<file path="src/rtl/led_scan_ctrl.sv">
// led_scan_ctrl: time-multiplexed seven-segment scan controller with frame-synchronous display word update.
// Optional build macro LED_SCAN_ZERO_BLANK_EN enables leading-zero suppression on the digit selects.
module led_scan_ctrl #(
    parameter int DIGITS   = 8,
    parameter int SCAN_DIV = 100000
) (
    input  logic                  clk,
    input  logic                  rst_n,
    input  logic                  en,
    input  logic                  load_req,
    input  logic [4*DIGITS-1:0]   data,
    output logic                  load_ack,
    output logic [3:0]            num,
    output logic [DIGITS-1:0]     an,
    output logic                  frame_start
);
    localparam int IW = (DIGITS > 1) ? $clog2(DIGITS) : 1;
    localparam int TW = $clog2(SCAN_DIV);
    localparam logic [IW-1:0] LAST_IDX  = IW'(DIGITS - 1);
    localparam logic [TW-1:0] LAST_TICK = TW'(SCAN_DIV - 1);

    logic [TW-1:0]       r_tick;
    logic [IW-1:0]       r_idx;
    logic                r_run;
    logic [4*DIGITS-1:0] r_disp;
    logic [4*DIGITS-1:0] r_pend;
    logic                r_pend_vld;

    logic                w_tick_wrap;
    logic                w_frame;
    logic                w_apply;
    logic [TW-1:0]       w_next_tick;
    logic [IW-1:0]       w_next_idx;
    logic [4*DIGITS-1:0] w_next_disp;
    logic [DIGITS-1:0]   w_lit;

    // r_run is low on the first enabled edge so digit 0 gets a full slot after (re)enable
    assign w_tick_wrap = en && r_run && (r_tick == LAST_TICK);
    assign w_frame     = w_tick_wrap && (r_idx == LAST_IDX);
    assign w_apply     = r_pend_vld && (w_frame || !en);
    assign w_next_tick = (en && r_run && !w_tick_wrap) ? r_tick + 1'b1 : '0;
    assign w_next_idx  = !en ? '0 : w_frame ? '0 : w_tick_wrap ? r_idx + 1'b1 : r_idx;
    assign w_next_disp = w_apply ? r_pend : r_disp;

`ifdef LED_SCAN_ZERO_BLANK_EN
    // A digit is lit if it or any more significant nibble is nonzero; digit 0 always lit
    always_comb begin
        logic w_seen;
        w_lit  = '0;
        w_seen = 1'b0;
        for (int i = DIGITS - 1; i >= 0; i--) begin
            w_seen   = w_seen | (w_next_disp[4*i +: 4] != 4'd0) | (i == 0);
            w_lit[i] = w_seen;
        end
    end
`else
    assign w_lit = '1;
`endif

    // Slot timer and digit index
    always_ff @(posedge clk or negedge rst_n) begin
        if (!rst_n) begin
            r_tick <= '0;
            r_idx  <= '0;
            r_run  <= 1'b0;
        end else begin
            r_tick <= w_next_tick;
            r_idx  <= w_next_idx;
            r_run  <= en;
        end
    end

    // Pending capture and frame-synchronous transfer to the visible word
    always_ff @(posedge clk or negedge rst_n) begin
        if (!rst_n) begin
            r_disp     <= '0;
            r_pend     <= '0;
            r_pend_vld <= 1'b0;
        end else begin
            r_disp <= w_next_disp;
            if (load_req) begin
                r_pend     <= data;
                r_pend_vld <= 1'b1;
            end else if (w_apply) begin
                r_pend_vld <= 1'b0;
            end
        end
    end

    // Registered pin outputs track the next index and next visible word
    always_ff @(posedge clk or negedge rst_n) begin
        if (!rst_n) begin
            an          <= '0;
            num         <= '0;
            load_ack    <= 1'b0;
            frame_start <= 1'b0;
        end else begin
            an          <= en ? ((DIGITS'(1) << w_next_idx) & w_lit) : '0;
            num         <= en ? w_next_disp[{w_next_idx, 2'b00} +: 4] : 4'd0;
            load_ack    <= w_apply;
            frame_start <= w_frame;
        end
    end
endmodule

</file>
<file path="config.mk">
export PLATFORM = sky130hd
export DESIGN_NAME = led_scan_ctrl
export DESIGN_NICKNAME = d
export VERILOG_FILES = /design/src/rtl/led_scan_ctrl.sv
export SDC_FILE = /design/constraint.sdc
export NUM_CORES = 1
export LEC_CHECK = 0
export CAP_MARGIN = 20
export CORE_AREA = 2 2 92 130
export CTS_CLUSTER_DIAMETER = 50
export DETAILED_ROUTE_END_ITERATION = 12
export DIE_AREA = 0 0 94 132
export SKIP_LAST_GASP = 1
export SYNTH_ARGS = -nofsm -noshare
export SYNTH_HDL_FRONTEND = slang
export SYNTH_SLANG_ARGS = --single-unit
</file>
<file path="constraint.sdc">
create_clock -name clk -period 8.9 [get_ports clk]
set_clock_uncertainty 0.2 [all_clocks]
set_input_delay 1.78 -clock clk [delete_from_list [all_inputs] [get_ports clk]]
set_output_delay 1.78 -clock clk [all_outputs]
set_load 0.05 [all_outputs]
</file>
Yosys cells after proc, flatten, opt, wreduce, memory -nomap -nowiden
Index checks and enable logic that the tools add are counted.
{ "op_classes": {"muxes": 9, "eq_ne": 2, "n_addsub": 2, "shift": 2, "n_reduce_logical": 9} }
{ "op_table": {"columns": ["cell", "count"], "rows": [
  ["$mux 32", 1],
  ["$shiftx 32x6->4", 1],
  ["$add 17x1->17 const B", 1],
  ["$eq 17x17->1 const B", 1],
  ["$mux 17", 1],
  ["$mux 3", 3],
  ["$mux 8", 1],
  ["$shl 1x3->8 const A", 1],
  ["$logic_and 1x1->1", 5],
  ["$mux 4", 1],
  ["$add 3x1->3 const B", 1],
  ["$eq 3x3->1 const B", 1],
  ["$logic_not 1->1", 2],
  ["$mux 1", 2],
  ["$reduce_bool 2->1", 1],
  ["$logic_or 1x1->1", 1]
]} }
{ "totals": {"input_bits": 36, "output_inout_bits": 14, "reg_bits": 100} }

Logic depth before layout (Yosys ltp)
Gate-level depths: netlist of the first run.
{ "depth": {"word_depth": 8, "ltp_mapped": 11} }

Worst setup path before layout of the first run
OpenSTA, ideal clock, no wires.
{ "synth_path": {"path_kind": "input -> register", "from": "input en", "to": "register num[0]", "cell_stages": 8, "t_required_ps": 8582, "arrival_ps": 3266, "setup_slack_ps": 5316, "path_buffers": 3, "setup_time_ps": 118, "cell_sequence": "clkbuf_1 -> nor2b_1 -> a31oi_4 -> buf_6 -> clkbuf_1 -> mux2i_1 -> o22ai_1 -> a21o_1"} }
{ "synth_between": {"elab_chain_cells": 8, "elab_cells_between_ends": 12} }
{ "synth_lines": {"columns": ["element", "line", "source"], "rows": [
  ["start: declaration", "9", "input logic en,"],
  ["$logic_and 1x1->1 (2 in series)", "38", "assign w_tick_wrap = en && r_run && (r_tick == LAST_TICK);"],
  ["$logic_and 1x1->1", "39", "assign w_frame = w_tick_wrap && (r_idx == LAST_IDX);"],
  ["$logic_or 1x1->1", "40", "assign w_apply = r_pend_vld && (w_frame || !en);"],
  ["$logic_and 1x1->1", "40", null],
  ["$mux 32", "43", "assign w_next_disp = w_apply ? r_pend : r_disp;"],
  ["$shiftx 32x6->4", "99", "num <= en ? w_next_disp[{w_next_idx, 2'b00} +: 4] : 4'd0;"],
  ["$mux 4 *", "99", null],
  ["end signal: assignment", "99", null],
  ["end: declaration", "13", "output logic [3:0] num,"]
]} }
Every way passes the cells marked *; elsewhere a longest branch is shown, timed or not.
A chain may end at the register's enable or synchronous reset.

Final worst setup path of the first run
{ "layout_path": {"from": "input en", "to": "register num[2]"} }
{ "layout_between": {"elab_chain_cells": 8, "elab_cells_between_ends": 12} }
{ "layout_lines": {"columns": ["element", "line", "source"], "rows": [
  ["$logic_and 1x1->1 (2 in series)", "38", null],
  ["$logic_and 1x1->1", "39", null],
  ["$logic_or 1x1->1 *", "40", null],
  ["$logic_and 1x1->1 *", "40", null],
  ["$mux 32 *", "43", null],
  ["net w_next_disp[18]", "34", "logic [4*DIGITS-1:0] w_next_disp;"],
  ["$shiftx 32x6->4 *", "99", null],
  ["$mux 4 *", "99", null]
]} }
Mark *: on every way through the listed nets, which the timed path passes. The rest lies on a longest branch.

==> results of run 1 <==
## routing by layer
layer	routed length, um	up-vias	track usage, %	part of all wire [%]
met2	4490	50	25.9	50
li1	-	1492	-	-
met5	0	-	0	0
met3	316	10	3.14	3.5
met1	3930	1501	19.6	44
met4	191	0	6.44	2.1
## cell families (layout without fill, tap and decap cells)
family / after synthesis / in the layout
compound gates: 38 / 38
flops: 100 / 100
simple gates: 181 / 181
mux: 50 / 50
xor+xnor: 11 / 11
buf+inv: 27 / 78
fa+ha+maj: 3 / 3
## sequential cells by signal, indices dropped and copies added (netlist names)
register and count:
r_tick 17, load_ack 1, r_disp 32, r_pend_vld 1, frame_start 1, r_pend 32
r_run 1, an 8, r_idx 3, num 4
## synth_stat cells (2+ instances only)
master     count
dfrtp_1      100
nand2_1       99
mux2_2        40
nor2_1        22
nand3_1       20
clkbuf_1      11
inv_1          9
mux2i_1        9
xor2_1         9
a21oi_1        7
and3_1         6
nand4_1        6
nor2b_1        6
o21ai_0        6
o2111ai_1      5
or3_1          5
o21ai_1        4
a21o_1         3
buf_2          3
ha_1           3
a21boi_0       2
and2_1         2
nand2b_1       2
o21a_1         2
o22ai_1        2
xnor2_1        2
## how the worst max path moves through the flow
stage	from	endpoint	slack, ns	cells after the start
after floorplan	en	num[0]	5.32	8
after global placement	en	num[2]	4.23	9
after detailed placement	en	num[2]	4.16	9
after CTS	en	num[2]	4.51	9
after global routing	en	num[2]	4.17	9
final	en	num[2]	4.51	9
## cell type report
class                   count  area, um^2  area share, %
clock inverters             5        27.5          0.518
inverters                  10        37.5          0.706
flip-flops and latches    100        2500           47.1
repair buffers             52         510           9.60
clock buffers              11         243           4.56
multi-input cells         283        1820           34.2
well taps                 144         180           3.39
## metrics by stage
step / util, % / worst slack (ns) / power, mW / instance area, um^2 / hold slack, ns
after global routing: 47.4 / 4.17 / 1.05 / 5320 / 0.301
after CTS: 47.4 / 4.51 / 1.01 / 5320 / 0.272
after detailed placement: 45.0 / 4.16 / 0.653 / 5050 / 0.256
after floorplan: - / 5.32 / 0.601 / 4440 / 0.234
final: 47.4 / 4.51 / 0.994 / 5320 / 0.270
after global placement: 45.0 / 4.23 / 0.649 / 5050 / 0.247
## power by group through the flow
stage	Sequential (mW)	Combinational (mW)	Clock [mW]
after floorplan	0.535	0.0653	0
after CTS	0.523	0.122	0.364
after detailed placement	0.532	0.122	0
final	0.523	0.120	0.352
after global placement	0.530	0.118	0
after global routing	0.528	0.135	0.386
## worst register-to-register path, stage by stage, from the launching register on
cell	delay [ns]
dfrtp_1	0.45
or4b_1	0.61
nor4_4	0.48
and3_1	0.67
mux2i_1	0.28
o21ai_0	0.16
nand4_1	0.13
o21ai_1	0.07
a21o_1	0.16
==> out/qor.txt, run 1 <==
Signal arrival time at the worst endpoint: 4.41 ns
Hold_sp: r_disp[31]
Clock Tree Buf Depth: 2
Most frequent cells in the layout: dfrtp_1, nand2_1, clkdlybuf4s50_1
Vias in the first global route: 3277
Clk_lat worst skew: 0.33 ns
Fraction of the cycle the final worst path needs: 49.4%
Hold endpoint: r_disp[31]
Initial antenna violation count: 0
Clk pwr share: 35.4%
Final global-route overflow total: 0
Most common cell after layout, fill and taps aside: dfrtp_1
Worst EP required: 8.91 ns
Initial DRC Count: 226
PD cells: 187 nW/um^2
Number of hold buffers added after cts: 0
Crit-path cells: clkdlybuf4s50_1 -> nor2b_1 -> a31oi_4 -> buf_4 -> clkinv_1 -> nand2_1 -> nand2_1 -> o2111ai_1 -> o21ai_1
Cells after Synth: 410
Number of flops mapped to enable cells by yosys: 0
Pin count of the biggest net entering global routing: 59
Slew headroom: 49.6%
F_max: 0.228 GHz
TritonCTS Buffers: 9
Antenna-violating nets left: 0
Synthesized net count: 449
Chip Width: 94 um
DR pass1 iterations: 4
Slew @ Worst Pin: 0.750 ns
Final setup viols: 0
Reg2reg setup slack: 5.58 ns
Share of layout cells above drive strength 1: 15.4%
FF-to-FF Start: r_tick[6]
Initial cell density of the core: 39.5%
Max cap viols: 0
Final Wtd Congestion: 0.807
Root Driver: clkbuf_16
Status: finished clean
Total track usage: 15.6%
CP Class: in -> reg
Diode count: 0
Hold Crit Class: reg -> reg
Dpl hpwl: 6340 um
RSZ-0062 raised after global routing: no
Ys async rst share: 100%
Port bufs: 49
Post_cts resized: 0
Tmin final: 4.39 ns
Via density: 5.05
Comb pwr share: 12.0%
Synthesized area: 4440 um^2
XOR/XNOR Fraction of Synth Area: 2.17%
CTS H-Tree Depth: 3
Mean Syn Cell Area: 10.8 um^2
Setup TNS: 0 ns
Combinational family with the most area after synthesis: simple AND/OR/NAND/NOR gates
Area Growth Syn to Fin: 19.9%
Worst path buffer plus inverter count: 3
Crit-path slowest cell: clkdlybuf4s50_1
Synth area leaders: dfrtp_1, mux2_2, nand2_1
Pleak: 2.34 nW
Max incr delay on CP: 0.80 ns
Synth Area in Adders: 0.846%
Synth Area in Compound Gates: 6.15%
Synth warn: 0
Synthesis-stage register bit count: 100
Final non-filler cell total: 605
Vias after detailed routing: 3053
Post-synthesis sequential area ratio: 56.4%
Post-synthesis mux area share: 12.5%
Max VDD drop: 0.0856 mV
Core ar.: 11200 um^2
Top Ports: 50
Sequential group share of total power: 52.6%
Startpoint Class: input pin
Simple-gate area share of the yosys netlist: 19.3%
TritonCTS clock tree: built
Clock slew at reported path FFs: 0.06 ns
Post-synth top area share: 56.4%
Switching Fraction: 24.4%
Global-route wire length before repair: 15400 um
Internal Power: 752 uW
Overall die area: 12400 um^2
Sw Pwr: 243 uW
Fin nets: 495
Largest fanout on the critical path: 33
Worst reg2reg endpoint: num[3]
Delay-heaviest family, CP: buffers and inverters
WL per Instance: 14.8 um
Die H: 132 um
Top FF cell, synth: dfrtp_1
Leading area contributor after synthesis: dfrtp_1
Total setup buffers inserted after CTS: 0
Worst Hold Path Cells: 2
Total wire length: 8920 um
CP endpoint kind: flop
Final hold violation count: 0
DP Cell Count: 589
Worst path most repeated cell: nand2_1
Clk sink count: 100
DRC viols: 0
Pins over their slew limit: 0
Cell variety after synth: 51
Cell Rows: 46
Worst reg2reg path depth: 8
Number of fill cells: 1071
Power figures use the tool's default switching activity.
==> run 2: changes to the inputs <==
- clock period: 8.9 -> 3.7 ns (I/O delays scaled with it)
==> out/qor.txt, run 2 (synthesized netlist as in run 1, its figures left out) <==
Status: finished clean
Core ar.: 11200 um^2 (unchanged)
Largest fanout on the critical path: 7 (-79%)
Chip Width: 94 um (unchanged)
Fraction of the cycle the final worst path needs: 85.7%
Placed Area: 5090 um^2 (+0.84%)
Cell Rows: 46 (unchanged)
Worst Hold Path Cells: 2 (unchanged)
Slew @ Worst Pin: 0.819 ns (+0.0689 ns)
Share of layout cells above drive strength 1: 15.5% (+0.12 points)
Initial cell density of the core: 39.5% (unchanged)
Overall die area: 12400 um^2 (unchanged)
Startpoint Class: flop
DP Cell Count: 593 (+0.68%)
WL per Instance: 15.2 um (+2.8%)
Worst reg2reg path depth: 8 (unchanged)
Top Ports: 50 (unchanged)
DRC viols: 0 (unchanged)
Total wire length: 9220 um (+3.3%)
Pre-CTS setup slack: 0.448 ns (-3.71 ns)
Pins over their slew limit: 0 (unchanged)
Dpl hpwl: 6520 um (+2.8%)
Vias after detailed routing: 3069 (+0.52%)
Worst setup path endpoint: num[0]
TritonCTS clock tree: built
Global-route wire length before repair: 15700 um (+1.8%)
Vias in the first global route: 3221 (-1.7%)
Clk_lat worst skew: 0.34 ns (about the same)
Most frequent cells in the layout: dfrtp_1, nand2_1, clkdlybuf4s50_1
Clock Tree Buf Depth: 2 (unchanged)
Fin nets: 499 (+0.81%)
F_max: 0.315 GHz
Signal arrival time at the worst endpoint: 3.26 ns (-1.15 ns)
Cell area after layout: 5360 um^2 (+0.82%)
RSZ-0062 raised after global routing: no
TritonCTS Buffers: 9 (unchanged)
Final global-route overflow total: 0 (unchanged)
Slew headroom: 45.4% (-4.3 points)
Final Wtd Congestion: 0.822 (+1.8%)
Pleak: 2.36 nW (+0.80%)
Worst setup margin: 0.528 ns (-3.98 ns)
Antenna-violating nets left: 0 (unchanged)
FF-to-FF Start: r_tick[12]
CTS H-Tree Depth: 3 (unchanged)
Clock slew at reported path FFs: 0.06 ns (about the same)
Total setup buffers inserted after CTS: 0 (unchanged)
CP endpoint kind: flop
Number of hold buffers added after cts: 0 (unchanged)
Via density: 5.05 (about the same)
Setup TNS: 0 ns (unchanged)
Initial antenna violation count: 0 (unchanged)
CP Class: reg -> reg
Initial DRC Count: 193 (-15%)
Diode count: 0 (unchanged)
Final setup viols: 0 (unchanged)
Clk sink count: 100 (unchanged)
Tmin final: 3.17 ns
Final non-filler cell total: 608 (+0.50%)
Biggest regs: r_disp (32), r_pend (32), r_tick (17)
Worst reg2reg endpoint: num[0]
Total track usage: 16.2% (+0.59 points)
Die H: 132 um (unchanged)
Pin count of the biggest net entering global routing: 65 (+10%)
Area Growth Syn to Fin: 20.9%
Port bufs: 49 (unchanged)
Final hold violation count: 0 (unchanged)
Hold slack: 0.263 ns (-0.00678 ns)
Max VDD drop: 0.214 mV (+150%)
Root Driver: clkbuf_16
Max cap viols: 0 (unchanged)
Reg2reg setup slack: 0.53 ns (-5.05 ns)
Post_cts resized: 0 (unchanged)
Worst EP required: 3.78 ns (-5.13 ns)
Hold Crit Class: reg -> reg
Most common cell after layout, fill and taps aside: dfrtp_1
Critical path origin: r_tick[12]
PD cells: 450 nW/um^2 (+140%)
DR pass1 iterations: 4 (unchanged)
run 2: changes by cell type in the layout (fill, tap and decap cells not counted):
| cell | delta |
|---|---|
| buf_12 | +1 |
| clkbuf_1 | +2 |
| clkinv_2 | -4 |
| clkbuf_8 | +1 |
| buf_4 | +3 |
run 2: worst min path at each step:
stage                       to  slack [ns]       start
finish              r_disp[27]        0.26  r_disp[27]
global route        r_disp[28]        0.29  r_disp[28]
CTS                 r_disp[22]        0.27  r_disp[22]
detailed placement  r_disp[22]        0.25  r_disp[22]
global placement    r_disp[22]        0.25  r_disp[22]
floorplan           r_disp[18]        0.23  r_disp[18]
run 2: worst max-delay path, stage by stage, from the launching register on:
cell and delay (ns):
dfrtp_1 0.41, or4b_4 0.58, or4_4 0.58, nor4b_2 0.22
a21oi_1 0.13, nor2b_1 0.46, o2111ai_1 0.23, o22ai_1 0.19
a21o_1 0.10
run 2: per-layer routing:
metal  routed length (um)  GRT usage [%]  vias up
met5                    0              0        -
met4                  160           6.20        0
met3                  338           3.72       11
met2                 4610           26.4       45
met1                 4110           20.8     1507
li1                     -              -     1506
run 2: stage by stage:
stage               power [mW]  utilization, %
finish                    2.42            47.8
global route              2.54            47.8
CTS                       2.46            47.8
detailed placement        1.58            45.4
global placement          1.57            45.4
floorplan                 1.44               -
run 2: power breakdown:
group	switching [mW]	total, mW	internal (mW)
combinational	0.154	0.296	0.142
clock	0.371	0.861	0.490
sequential	0.0574	1.26	1.20
total	0.583	2.42	1.83
run 2: cell type report:
class / instances / area, um^2
Fill cell: 1062 / 5860
Multi-Input combinational cell: 283 / 1820
Clock inverter: 1 / 7.51
Sequential cell: 100 / 2500
Clock buffer: 14 / 264
Inverter: 10 / 37.5
Timing Repair Buffer: 56 / 553
Tap cell: 144 / 180
==> run 3: changes to the inputs <==
- SLEW_MARGIN: unset -> 20
==> results of run 3 <==
No change in the layout: final DEF, timing and power equal those of run 2.
